$ cat config.mk
export PLATFORM = sky130hd
export DESIGN_NAME = debounce_bank
export DESIGN_NICKNAME = d
export VERILOG_FILES = /design/src/rtl/debounce_bank.sv
export SDC_FILE = /design/constraint.sdc
export NUM_CORES = 1
export LEC_CHECK = 0
export ABC_AREA = 1
export CORE_MARGIN = 2
export CORE_UTILIZATION = 50
export DETAILED_ROUTE_END_ITERATION = 10
export PLACE_DENSITY = 0.66
export SYNTH_ARGS = -nofsm -noshare
export SYNTH_HDL_FRONTEND = slang
export SYNTH_SLANG_ARGS = --single-unit
$ cat constraint.sdc
create_clock -name clk -period 3.6 [get_ports clk]
set_clock_uncertainty 0.05 [all_clocks]
set_input_delay 0.54 -clock clk [delete_from_list [all_inputs] [get_ports clk]]
set_output_delay 0.54 -clock clk [all_outputs]
set_load 0.1 [all_outputs]
$ cat src/rtl/debounce_bank.sv
// rtl/debounce_bank.sv - N-channel button conditioner: synchroniser, hysteresis integrator, rise/fall/hold pulses
module debounce_bank #(
    parameter int N_CH        = 5,
    parameter int SYNC_STAGES = 2,
    parameter int CNT_W       = 22,
    parameter int TH_HI       = 2**21,
    parameter int TH_LO       = 2**20,
    parameter int HOLD_CYCLES = 50000000,
    parameter int REPEAT_CYC  = 10000000
) (
    input  logic            clk,
    input  logic            rst,
    input  logic [N_CH-1:0] btn_in,
    output logic [N_CH-1:0] level_out,
    output logic [N_CH-1:0] rise,
    output logic [N_CH-1:0] fall,
    output logic [N_CH-1:0] hold
);

    localparam int HMAX      = (HOLD_CYCLES > REPEAT_CYC) ? HOLD_CYCLES : REPEAT_CYC;
    localparam int HW        = (HMAX > 0) ? $clog2(HMAX + 1) : 1;
    localparam int HOLD_LD_I = (HOLD_CYCLES > 0) ? HOLD_CYCLES - 1 : 0;
    localparam int REP_LD_I  = (REPEAT_CYC > 0) ? REPEAT_CYC - 1 : 0;

    localparam logic [CNT_W-1:0] CNT_MAX_C = {CNT_W{1'b1}};
    localparam logic [CNT_W-1:0] TH_HI_C   = CNT_W'(TH_HI);
    localparam logic [CNT_W-1:0] TH_LO_C   = CNT_W'(TH_LO);
    localparam logic [HW-1:0]    HOLD_LD   = HW'(HOLD_LD_I);
    localparam logic [HW-1:0]    REP_LD    = HW'(REP_LD_I);

    for (genvar i = 0; i < N_CH; i++) begin : g_ch
        logic [SYNC_STAGES-1:0] sync_q, sync_d;
        logic [CNT_W-1:0]       cnt_q, cnt_d;
        logic [HW-1:0]          hcnt_q, hcnt_d;
        logic                   level_q, level_d;
        logic                   rise_q, rise_d;
        logic                   fall_q, fall_d;
        logic                   hold_q, hold_d;
        logic                   hdone_q, hdone_d;
        logic                   s;

        assign s = sync_q[SYNC_STAGES-1];

        always_comb begin
            sync_d  = {sync_q[SYNC_STAGES-2:0], btn_in[i]};
            cnt_d   = cnt_q;
            level_d = level_q;
            rise_d  = 1'b0;
            fall_d  = 1'b0;
            hold_d  = 1'b0;
            hcnt_d  = hcnt_q;
            hdone_d = hdone_q;

            if (s && cnt_q != CNT_MAX_C) begin
                cnt_d = cnt_q + CNT_W'(1);
            end else if (!s && cnt_q != '0) begin
                cnt_d = cnt_q - CNT_W'(1);
            end

            // hcnt counts down to the next hold pulse; hdone parks it once no more pulses are due
            if (!level_q) begin
                hcnt_d  = '0;
                hdone_d = 1'b0;
                if (cnt_q >= TH_HI_C) begin
                    level_d = 1'b1;
                    rise_d  = 1'b1;
                    hcnt_d  = HOLD_LD;
                    hdone_d = (HOLD_CYCLES == 0);
                end
            end else if (cnt_q <= TH_LO_C) begin
                level_d = 1'b0;
                fall_d  = 1'b1;
                hcnt_d  = '0;
                hdone_d = 1'b0;
            end else if (!hdone_q) begin
                if (hcnt_q == '0) begin
                    hold_d = 1'b1;
                    if (REPEAT_CYC != 0) begin
                        hcnt_d = REP_LD;
                    end else begin
                        hdone_d = 1'b1;
                    end
                end else begin
                    hcnt_d = hcnt_q - HW'(1);
                end
            end
        end

        always_ff @(posedge clk) begin
            if (rst) begin
                sync_q  <= '0;
                cnt_q   <= '0;
                hcnt_q  <= '0;
                level_q <= 1'b0;
                rise_q  <= 1'b0;
                fall_q  <= 1'b0;
                hold_q  <= 1'b0;
                hdone_q <= 1'b0;
            end else begin
                sync_q  <= sync_d;
                cnt_q   <= cnt_d;
                hcnt_q  <= hcnt_d;
                level_q <= level_d;
                rise_q  <= rise_d;
                fall_q  <= fall_d;
                hold_q  <= hold_d;
                hdone_q <= hdone_d;
            end
        end

        assign level_out[i] = level_q;
        assign rise[i]      = rise_q;
        assign fall[i]      = fall_q;
        assign hold[i]      = hold_q;
    end

endmodule

==> reports/summary.txt, run 1 <==
Post-DP HPWL: 33500 um
Post-CTS Resized: 0
Pins Over Slew Limit: 0
CP Cell Sequence: inv_1, nor3_1, nand4_1, nand2_1, inv_1, fa_1, o21ai_1, nand2_1, nand2_1, nand2_1, nand2_1, nand2_1, nand3_1, nand3_1, nand2_1, inv_1
CTS tree: done
Number of global-route vias before repair: 16590
Crit path depth: 16
Total die area: 37520 um2
H-tree levels: 2
Most frequent cell after synthesis: nand2_1
Slew headroom: 30.95%
Cell taking the most area after synthesis: dfxtp_1
Max-cap violations: 0
Die W: 193.7 um
Cts hold-fix bufs: 0
Setup Buffers After CTS: 0
Mapped cell area: 17990 um2
Area fraction of the dominant cell type after synthesis: 30.04%
Worst Hold Depth: 2
Diode count: 0
RSZ-0062 raised after global routing: false
Port bufs: 26
Fillcell total: 3458
Post-synth ARST share: 0%
Multi-input gate area: 10990 um2
Inserted Clock Buffers: 35
Cell Pwr Density: 1065 nW/um2
Global-route wire length before repair: 76610 um
Crit share post-route: 85.51%
Initial DRC count: 1017
Yosys warns: 0
Synthesized instance count: 2687
Seq cells post-synth: 270
Worst Path Buf+Inv: 3
Global Route Usage Sum: 23.83%
Starting density of the core: 50.70%
Initial antenna violation count: 0
TritonCTS sink count: 270
Synth area leaders: dfxtp_1 (30%), nand2_1 (13%), nor2_1 (7.3%)
Core footprint: 35480 um2
Post-DRT Antenna Nets: 0
Vert. Die Dim: 193.7 um
Netlist cell types: 50
CP Class: reg2reg
VDD IR-drop max: 539.5 uV
Row count: 69
Final WL: 44550 um
Number of flops mapped to enable cells by yosys: 0
Root Driver: clkbuf_16
DR WL/cell: 13.94 um
Outcome: finished clean
Maximum clock frequency: 324.8 MHz
Largest net degree at the start of global routing: 24
DRC: 0
I/O pins: 27
Endpoints failing hold: 0
Final setup fails: 0
Setup TNS: 0 ps
Syn nets: 2804
Area Growth Syn to Fin: 9.667%
Ys flop type: dfxtp_1
Clk buf depth: 3
Register area share after synthesis: 30.04%
Most frequent CP cell: nand2_1
Startpoint class of the critical path: register
CP delay by family, top: simple AND/OR/NAND/NOR gates
Layout cells sized above 1: 5.596%
Fin nets: 2828
Reg clk slew, reported paths: 60 ps
Worst Path Required: 3980 ps
Crit path max fanout: 13
Clk Latency, worst-skew pair: 540 ps
P_leak: 0.009742 uW
Fin Hold WS: 350.5 ps
Vias per cell: 5.288
GPL Wtd Cong: 0.9705
WP data arrival: 3460 ps
Worst Hold Class: reg2reg
Crit-path slowest cell: fa_1
DR vias: 16900
Setup crit end kind: register
Measured slew at the worst slew-check pin: 1033 ps
Final min period: 3078 ps
Most frequent cells after synthesis: nand2_1 (641), nor2_1 (352), inv_1 (331)
Sequential Area: 5405 um2
R2R cell count: 16
Critical Path Max Stage Delay: 420 ps
Synthesized area per cell: 6.696 um2
GRT overflow: 0
DRT Pass-1 Iters: 8
==> sequential cells by signal (all words and copies together) (netlist names) <==
name / count
g_ch.rise_q: 5
g_ch.cnt_q: 110
g_ch.fall_q: 5
g_ch.sync_q: 10
g_ch.level_q: 5
g_ch.hcnt_q: 130
g_ch.hold_q: 5
==> metrics by stage <==
step	area (um2)	std cells	total power (uW)	utilization, %	worst slack, ps
floorplan	17990	2687	14950	-	924.4
global placement	18600	3135	17300	52.43	556.4
detailed placement	18600	3135	17410	52.43	565.2
CTS	19730	3195	20990	55.60	543.1
global route	19730	3195	23120	55.60	197.4
finish	19730	3195	21010	55.60	521.5
==> worst reg2reg max path: stages (launching register included) <==
cell and delay, ps:
dfxtp_1 370, inv_1 120, nor3_1 200, nand4_1 100
nand2_1 400, inv_1 110, fa_1 420, o21ai_1 390
nand2_1 90, nand2_1 110, nand2_1 60, nand2_1 140
nand2_1 120, nand3_1 90, nand3_1 80, nand2_1 90
inv_1 40
==> report_power, final <==
part / internal, uW / leakage (uW) / switching [uW] / total (uW)
logic: 4730 / 0.00696 / 8040 / 12800
clock network: 2110 / 0.000557 / 1330 / 3450
registers: 3930 / 0.00222 / 867 / 4790
total: 10800 / 0.00974 / 10200 / 21000
==> layout make-up <==
cell class	instances	area share (%)
well taps	461	2.923
flip-flops and latches	270	27.40
repair buffers	39	1.814
clock inverters	10	0.5200
inverters	338	6.430
clock buffers	50	5.194
multi-input cells	2027	55.72
==> layer usage <==
layer	wire, um	share of wire, %	GRT usage (%)
met4	1184	2.7	8.482
met3	2103	4.7	3.514
met5	0	0	0
met1	21210	48	31.36
met2	20050	45	39.80
==> cell families (layout without fill, tap and decap cells) <==
kind of cell,count (synthesis),count (layout),share of synthesized area (%)
fa+ha+maj,110,110,7.859
xor+xnor,153,153,7.448
compound gates,376,376,11.63
buf+inv,390,437,8.846
simple gates,1388,1388,34.17
flops,270,270,30.04
==> cells in the final DEF (no fill, tap or decap), drive strengths merged <==
master,n
a21o,11
nand4,80
o21bai,19
a21boi,4
a211oi,1
o21a,21
nor3,62
and2,12
fa,5
or3,1
clkinv,7
nor2,382
xor2,73
nand2,658
o21ai,100
o31ai,2
or2,13
dfxtp,270
clkbuf,50
nand3b,15
ha,105
a21oi,196
a31oi,16
bufinv,2
buf,13
nor4,17
inv,338
xnor2,80
clkdlybuf4s50,26
o211ai,6
nand3,148
clkinvlp,1
==> final timing paths <==
| kind | end | slack (ps) | from |
|---|---|---|---|
| min | g_ch[1].sync_q[1]$_SDFF_PP0_ | 350 | g_ch[1].sync_q[0]$_SDFF_PP0_ |
| min reg2reg | g_ch[1].sync_q[1]$_SDFF_PP0_ | 350 | g_ch[1].sync_q[0]$_SDFF_PP0_ |
| max | g_ch[2].cnt_q[18]$_SDFFE_PP0P_ | 520 | g_ch[2].cnt_q[21]$_SDFFE_PP0P_ |
| max reg2reg | g_ch[2].cnt_q[18]$_SDFFE_PP0P_ | 520 | g_ch[2].cnt_q[21]$_SDFFE_PP0P_ |
(Power assumes the default switching activity.)
==> inputs of run 2 (changes only) <==
--- a/config.mk
+++ b/config.mk
@@ -10,6 +10,7 @@
 export CORE_UTILIZATION = 50
 export DETAILED_ROUTE_END_ITERATION = 10
 export PLACE_DENSITY = 0.66
+export SETUP_SLACK_MARGIN = 0.05
 export SYNTH_ARGS = -nofsm -noshare
 export SYNTH_HDL_FRONTEND = slang
 export SYNTH_SLANG_ARGS = --single-unit
==> results of run 2 <==
Same layout as run 1: the final DEF is identical, and so are final timing and power.
==> inputs of run 3 (changes only) <==
--- a/config.mk
+++ b/config.mk
@@ -8,6 +8,7 @@
 export ABC_AREA = 1
 export CORE_MARGIN = 2
 export CORE_UTILIZATION = 50
+export CTS_CLUSTER_DIAMETER = 50
 export DETAILED_ROUTE_END_ITERATION = 10
 export PLACE_DENSITY = 0.66
 export SETUP_SLACK_MARGIN = 0.05
==> reports/summary.txt, run 3 (synthesis results as in run 1) <==
Starting density of the core: 50.70%
Core footprint: 35480 um2
Critical Path Max Stage Delay: 420 ps
DR WL/cell: 13.91 um
VDD IR-drop max: 631.7 uV
CP Cell Sequence: nand4_1, nor2_1, nand4_1, nand2_1, inv_1, fa_1, o21ai_1, nand2_1, nand2_1, nand2_1, nand2_1, nand2_1, nand3_1, nand3_1, nand2_1, inv_1
Critical path origin: g_ch[2].cnt_q[17]$_SDFFE_PP0P_
CP Class: reg2reg
RSZ-0062 raised after global routing: false
GRT overflow: 0
P_leak: 0.009832 uW
Post-DRT Antenna Nets: 0
Largest registers: g_ch.hcnt_q: 130 flops, g_ch.cnt_q: 110 flops, g_ch.sync_q: 10 flops
Core Util, Final: 56.18%
Worst Hold Class: reg2reg
Layout cells sized above 1: 6.223%
DRT Pass-1 Iters: 5
Number of global-route vias before repair: 16700
Worst Path Required: 4000 ps
Most frequent cells in the layout: nand2_1 (641), nor2_1 (352), inv_1 (331), dfxtp_1 (270), a21oi_1 (192)
Crit-path slowest cell: fa_1
Cts hold-fix bufs: 0
Root Driver: clkbuf_16
Final WL: 44620 um
R2R cell count: 16
Row count: 69
Post-CTS Resized: 0
Commonest non-fill, non-tap cell in the layout: nand2_1
Pins Over Slew Limit: 0
CTS tree: done
Area Growth Syn to Fin: 10.79%
R2r setup slk: 510 ps
DR vias: 17060
Post-DP HPWL: 33500 um
Setup TNS: 0 ps
Final setup fails: 0
Reg2reg start: g_ch[2].cnt_q[17]$_SDFFE_PP0P_
Hold Path Origin: g_ch[1].sync_q[0]$_SDFF_PP0_
Global Route Usage Sum: 23.93%
Port bufs: 26
Fin nets: 2833
Largest net degree at the start of global routing: 24
Inserted Clock Buffers: 40
Final min period: 3085 ps
TritonCTS sink count: 270
Initial antenna violation count: 0
Worst r2r dst: g_ch[2].cnt_q[18]$_SDFFE_PP0P_
Max FFs per register: 130
H-tree levels: 2
Inst Count DP: 3135
Maximum clock frequency: 324.1 MHz
Setup crit end kind: register
Cell Pwr Density: 1075 nW/um2
Crit path max fanout: 13
I/O pins: 27
Top reg by flops: g_ch.hcnt_q
Outcome: finished clean
Max-cap violations: 0
Clk Latency, worst-skew pair: 560 ps
Die W: 193.7 um
Endpoints failing hold: 0
Hold Path Sink: g_ch[1].sync_q[1]$_SDFF_PP0_
Initial DRC count: 1056
Diode count: 0
Clk buf depth: 3
Crit share post-route: 85.70%
Slew headroom: 30.23%
Final Instance Count excl. Fillers: 3209
WP data arrival: 3490 ps
Fillcell total: 3454
Reg clk slew, reported paths: 60 ps
Measured slew at the worst slew-check pin: 1043 ps
Setup Buffers After CTS: 0
Most frequent CP cell: nand2_1
Total die area: 37520 um2
DRC: 0
GPL Wtd Cong: 0.9705
Vias per cell: 5.317
Global-route wire length before repair: 76940 um
Worst Hold Depth: 2
Vert. Die Dim: 193.7 um
Startpoint class of the critical path: register
Fin Hold WS: 352.1 ps
==> run 3: changes by cell type in the layout (fill, tap and decap cells not counted), sizes merged <==
cell,previous run,this run
inv,338,345
clkinvlp,1,4
clkbuf,50,49
bufinv,2,1
clkinv,7,13
==> run 3: worst max path at each step <==
stage	to	slack [ps]	cells past startpoint
after CTS	g_ch[2].cnt_q[18]$_SDFFE_PP0P_	540	16
after global placement	g_ch[2].cnt_q[18]$_SDFFE_PP0P_	560	16
after floorplan	g_ch[4].cnt_q[16]$_SDFFE_PP0P_	920	18
after global routing	g_ch[2].cnt_q[21]$_SDFFE_PP0P_	200	14
after detailed placement	g_ch[2].cnt_q[18]$_SDFFE_PP0P_	570	16
final	g_ch[2].cnt_q[18]$_SDFFE_PP0P_	510	16
==> run 3: power by group <==
group	internal (uW)	total, uW	leakage, uW	switching, uW
clock network	2310	3840	0.000647	1540
logic	4730	12800	0.00696	8050
registers	3930	4790	0.00222	866
==> run 3: worst max-delay path: cells and delay by family, from the launching register on <==
family                   cells  cell delay, ps
AND/OR/NAND/NOR             12            1560
flip-flops                   1             400
adder cells (fa/ha/maj)      1             420
buffers and inverters        2             150
AO/OA/AOI/OAI                1             410
==> run 3: per-stage QoR <==
step	setup slack (ps)	total power (uW)	cell area (um2)
final	515.0	21430	19930
after global routing	196.7	23530	19930
after CTS	542.2	21410	19930
after detailed placement	565.2	17410	18600
after global placement	556.4	17300	18600
after floorplan	924.4	14950	17990
==> run 3: metal layers <==
| metal | GRT usage, % | vias up | wire, um |
|---|---|---|---|
| met4 | 8.425 | 0 | 1251 |
| met5 | 0 | - | 0 |
| li1 | - | 8789 | - |
| met1 | 31.38 | 7749 | 20860 |
| met2 | 40.13 | 429 | 20140 |
| met3 | 3.514 | 94 | 2376 |
==> run 3: cell type report <==
class                   instances  area (um2)  share of cell area [%]
multi-input cells            2027       10990                   55.16
flip-flops and latches        270        5405                   27.12
inverters                     338        1269                   6.365
clock buffers                  49        1107                   5.555
well taps                     461       576.8                   2.894
repair buffers                 39       357.8                   1.795
clock inverters                25       222.7                   1.117
